### src/rtl/expr_pkg.sv
// Shared widths, seed, feedback taps and FSM state type for the expression-result MISR.
package expr_pkg;

  localparam int EXPR_Y_W = 90;
  localparam int SIG_W    = 32;
  localparam int CNT_W    = 16;

  localparam logic [SIG_W-1:0] SIG_SEED = 32'hFFFF_FFFF;
  // x^32 + x^22 + x^2 + x + 1: feedback is the parity of sig bits 31, 21, 1, 0
  localparam logic [SIG_W-1:0] SIG_TAPS = 32'h8020_0003;

  typedef enum logic [1:0] {
    IDLE = 2'd0,
    RUN  = 2'd1,
    DONE = 2'd2
  } state_t;

  function automatic logic [SIG_W-1:0] fold(input logic [EXPR_Y_W-1:0] data);
    return data[31:0] ^ data[63:32] ^ {6'b0, data[89:64]};
  endfunction

endpackage

### src/rtl/expr_misr_step.sv
// One combinational MISR step: fold the 90-bit result vector to 32 bits and shift it in.
module expr_misr_step
  import expr_pkg::*;
(
  input  logic [SIG_W-1:0]    sig,
  input  logic [EXPR_Y_W-1:0] data,
  output logic [SIG_W-1:0]    sig_next
);

  logic fb;

  assign fb       = ^(sig & SIG_TAPS);
  assign sig_next = {sig[SIG_W-2:0], fb} ^ fold(data);

endmodule

### src/rtl/expr_result_misr.sv
// Capture-run controller: compresses num_samples accepted result vectors into a MISR signature.
//   state | meaning
//   IDLE  | waiting for start; signature and count hold
//   RUN   | accepting vectors (in_ready=busy=1)
//   DONE  | target reached; signature and count hold until start/clear
module expr_result_misr
  import expr_pkg::*;
(
  input  logic                clk,
  input  logic                rst_n,
  input  logic                start,
  input  logic                clear,
  input  logic [CNT_W-1:0]    num_samples,
  input  logic                in_valid,
  input  logic [EXPR_Y_W-1:0] in_data,
  output logic                in_ready,
  output logic                busy,
  output logic                done,
  output logic [CNT_W-1:0]    sample_cnt,
  output logic [SIG_W-1:0]    signature
);

  state_t             state;
  logic [CNT_W-1:0]   target;
  logic [SIG_W-1:0]   sig_next;
  logic [CNT_W-1:0]   cnt_inc;
  logic               accept;

  expr_misr_step u_step (
    .sig      (signature),
    .data     (in_data),
    .sig_next (sig_next)
  );

  assign accept  = in_valid && in_ready;
  assign cnt_inc = sample_cnt + 16'd1;

  always_ff @(posedge clk) begin
    if (!rst_n) begin
      state      <= IDLE;
      signature  <= '0;
      sample_cnt <= '0;
      target     <= '0;
      in_ready   <= 1'b0;
      busy       <= 1'b0;
      done       <= 1'b0;
    end else if (clear) begin
      state    <= IDLE;
      in_ready <= 1'b0;
      busy     <= 1'b0;
      done     <= 1'b0;
    end else begin
      case (state)
        IDLE, DONE: begin
          if (start) begin
            signature  <= SIG_SEED;
            sample_cnt <= '0;
            target     <= num_samples;
            if (num_samples != '0) begin
              state    <= RUN;
              in_ready <= 1'b1;
              busy     <= 1'b1;
              done     <= 1'b0;
            end else begin
              state    <= DONE;
              in_ready <= 1'b0;
              busy     <= 1'b0;
              done     <= 1'b1;
            end
          end
        end
        RUN: begin
          if (accept) begin
            signature  <= sig_next;
            sample_cnt <= cnt_inc;
            // Leave RUN on the accept that reaches the target so the count never wraps
            if (cnt_inc == target) begin
              state    <= DONE;
              in_ready <= 1'b0;
              busy     <= 1'b0;
              done     <= 1'b1;
            end
          end
        end
        default: begin
          state    <= IDLE;
          in_ready <= 1'b0;
          busy     <= 1'b0;
          done     <= 1'b0;
        end
      endcase
    end
  end

endmodule

### config.mk
export PLATFORM = sky130hd
export DESIGN_NAME = expr_result_misr
export DESIGN_NICKNAME = d
export VERILOG_FILES = /design/src/rtl/expr_pkg.sv /design/src/rtl/expr_misr_step.sv /design/src/rtl/expr_result_misr.sv
export SDC_FILE = /design/constraint.sdc
export NUM_CORES = 1
export LEC_CHECK = 0
export CORE_MARGIN = 2
export CORE_UTILIZATION = 44
export DETAILED_ROUTE_END_ITERATION = 8
export GPL_TIMING_DRIVEN = 0
export PLACE_DENSITY = 0.93
export SETUP_SLACK_MARGIN = 0.02
export SYNTH_ARGS = -nofsm -noshare
export SYNTH_HDL_FRONTEND = slang
export SYNTH_SLANG_ARGS = --single-unit
### constraint.sdc
create_clock -name clk -period 2.09 [get_ports clk]
set_input_delay 0.3135 -clock clk [delete_from_list [all_inputs] [get_ports clk]]
set_output_delay 0.3135 -clock clk [all_outputs]
set_load 0.05 [all_outputs]
==> summary.md <==
| Metric | Value |
|---|---|
| Outcome | finished, final reports clean |
| Peak VDD IR | 0.380 mV |
| Max-Cap Viols | 0 |
| Clock Tree Root | clkbuf_8 |
| Main synth FF type | dfxtp_1 |
| Share of layout cells above drive strength 1 | 0.114 |
| Core box area | 9110 um^2 |
| Routed WL per cell | 17.1 um |
| Clock tree buffer depth | 2 |
| Tightest hold margin | 0.487 ns |
| Final HPWL DP | 10300 um |
| Antenna viol nets, final | 0 |
| P&R area growth vs syn | 53.5% |
| Total die area | 10100 um^2 |
| Mapped Avg Cell Area | 8.47 um^2 |
| Critical path class | flip-flop to flip-flop |
| R2R setup slack | 0.05 ns |
| Reg-to-Reg Start | sample_cnt[0] |
| Slew Limit Fails | 0 |
| Filler cell count | 691 |
| Drt drc | 0 |
| Setup TNS | 0 ns |
| Fin Clk Skew | roughly 0.012 ns |
| Critical Path Start Type | flip-flop |
| Critical R2R Capture | done |
| Initial antenna violation count | 0 |
| Die height | about 100 um |
| Cell count after synthesis | 482 |
| DR vias/cell | 5.59 |
| Post-route insts no fill | 779 |
| Vias in the first global route | 4371 |
| Vias | approximately 4400 |
| 1st-iter DRT viols | 237 |
| Worst-Skew Late Latency | around 0.35 ns |
| RSZ-0062 raised after global routing | yes |
| Final period util | 0.977 |
| Synth Cell Area | 4080 um^2 |
| Row count | 35 |
| Ant. Diodes | 0 |
| FF+latch count, synth | between 60 and 70 |
| Seq. cell area | approximately 1300 um^2 |
| Leak | 2.26 nW |
| I/O pins | 162 |
| Initial Util | 0.448 |
| GRT Overall Usage | 0.258 |
| Inst Count DP | 754 |
| Final setup viols | 0 |
| Min Tclk post-route | 2.04 ns |
| Clock-pin slew on the worst setup and hold paths | 0.09 ns |
| PortBufs | 161 |
| Max Freq | 490 MHz |
| Die width | 100 um |
| 1st-pass router iterations | 5 |
| Slew HR | 0.610 |
| CTS tree | yes |
| Cell taking the most area after synthesis | dfxtp_1 |
| Num CTS Buffers | 9 |
| R2r worst-path depth | 8 |
| GRT Residual Overflow | 0 |
| Critical path endpoint category | flip-flop |
| EDFF count, synth | 0 |
| Worst slew pin tran | 0.583 ns |
| Critical Path End | done |
| FFs w/ async S/R, synth | 0 |
| Utilization after layout | 0.688 |
| # nets final | 775 |
| Netlist cell types | 58 |
| Crit path max fanout | 9 |
| Routability Congestion | 0.928 |
| Largest net degree at the start of global routing | 14 |
| CP startpoint | sample_cnt[0] |
| Power Density | 608 nW/um^2 |
| Footprint of the multi-input gates | 2640 um^2 |
| Top post-synthesis cells by area | dfxtp_1 (32%), xnor2_1 (20%), o21ai_0 (5.4%) |
| Data required time at the worst endpoint | 2.38 ns |
| Drt total wl | approximately 13000 um |
| Yosys top cell area share | 0.324 |
| Post-synthesis net count | 594 |
| CTS Sinks | 66 |
| Worst Hold Class | flip-flop to flip-flop |
| Final Hold Vio Count | 0 |
| Register area share after synthesis | 0.324 |
| H-tree lvl count | 3 |
| Yosys warning count | 0 |
| Arrival @ worst endpoint | 2.33 ns |
| First-pass GRT wire length | 20500 um |
[synth_stat cells, types with 8 or more instances]
master    instances
nor3_1            8
a21oi_1          13
a21boi_0         21
nor2b_1           9
nand3_1           8
clkbuf_1         20
xnor2_1          94
o21ai_0          44
xor2_1           14
a31oi_1          34
nor2_1            9
nand2_1          50
dfxtp_1          66
[sequential cells by signal, summed over array words and instances (netlist names)]
register	count
signature	32
sample_cnt	16
state	1
target	16
done	1
[worst max-delay path, stage by stage, from the launching register on]
cell	delay [ns]
dfxtp_4	0.38
ha_1	0.16
buf_6	0.13
and4_4	0.24
nand2_1	0.10
a221oi_2	0.26
o2111ai_2	0.19
nor4_4	0.35
a31o_1	0.18
[placed cells by master (no fill, tap or decap), types with 7 or more instances in the layout]
cell	instances
clkbuf_1	17
and2_1	7
a21oi_1	12
o21ai_0	44
nor3_1	7
a31oi_1	34
clkbuf_8	11
a21boi_0	20
nor2b_1	9
buf_4	11
nand2_1	50
dfxtp_2	9
nor2_1	7
xnor2_1	94
dfxtp_1	55
nand3_1	8
xor2_1	14
clkdlybuf4s50_1	158
[metal layers]
layer,vias up,share of wire,track usage
li1,2064,-,-
met1,1995,0.37,0.280
met2,254,0.52,0.474
met3,40,0.075,0.0411
met4,0,0.041,0.142
met5,-,0,0
[report_power, final]
group          switching [mW]  internal, mW  total [mW]
Sequential             0.0702          1.32        1.39
Combinational           0.531         0.521        1.05
Clock                   0.558         0.805        1.36
[cell type report]
cell class                 count  area share
buffer                        34      0.0308
clock buffer                   9      0.0198
clock inverter                 7      0.0200
inverter                       5     0.00300
multi-input combinational    377       0.422
sequential                    66       0.214
tap                          111      0.0222
timing repair buffer         170       0.268
[per-stage QoR]
| step | area (um^2) | setup WS, ns | total power, mW |
|---|---|---|---|
| after floorplan | 4100 | 0.0117 | 2.00 |
| after global placement | 5850 | -0.642 | 2.41 |
| after detailed placement | 5850 | -0.776 | 2.45 |
| after CTS | 6130 | 0.0179 | 3.79 |
| after global routing | 6260 | -0.0459 | 3.92 |
| final | 6260 | 0.0479 | 3.81 |
[kinds of logic after synthesis]
logic type	after synthesis	synth area share
AND/OR/NAND/NOR	128	0.174
XOR/XNOR	108	0.232
multiplexers	1	0.00245
flip-flops	66	0.324
buffers and inverters	39	0.0478
AO/OA/AOI/OAI	139	0.217
adder cells (fa/ha/maj)	1	0.00307
[timing repair]
action / in CTS / in global routing
gates resized for setup: 8 / 22
buffers inserted: 2 / 7
hold buffers: 0 / 0
pin swaps: 3 / 9
endpoints found under the setup margin: 39 / 35
[worst min-delay path by stage]
stage	start	end	slack, ns	cells past startpoint
final	target[11]	target[11]	0.49	2
after global routing	target[12]	target[12]	0.51	2
after CTS	target[1]	target[1]	0.49	2
after detailed placement	target[1]	target[1]	0.47	2
after global placement	target[14]	target[14]	0.47	2
after floorplan	target[6]	target[6]	0.45	2
No activity file was read; power rests on OpenSTA's default activity.
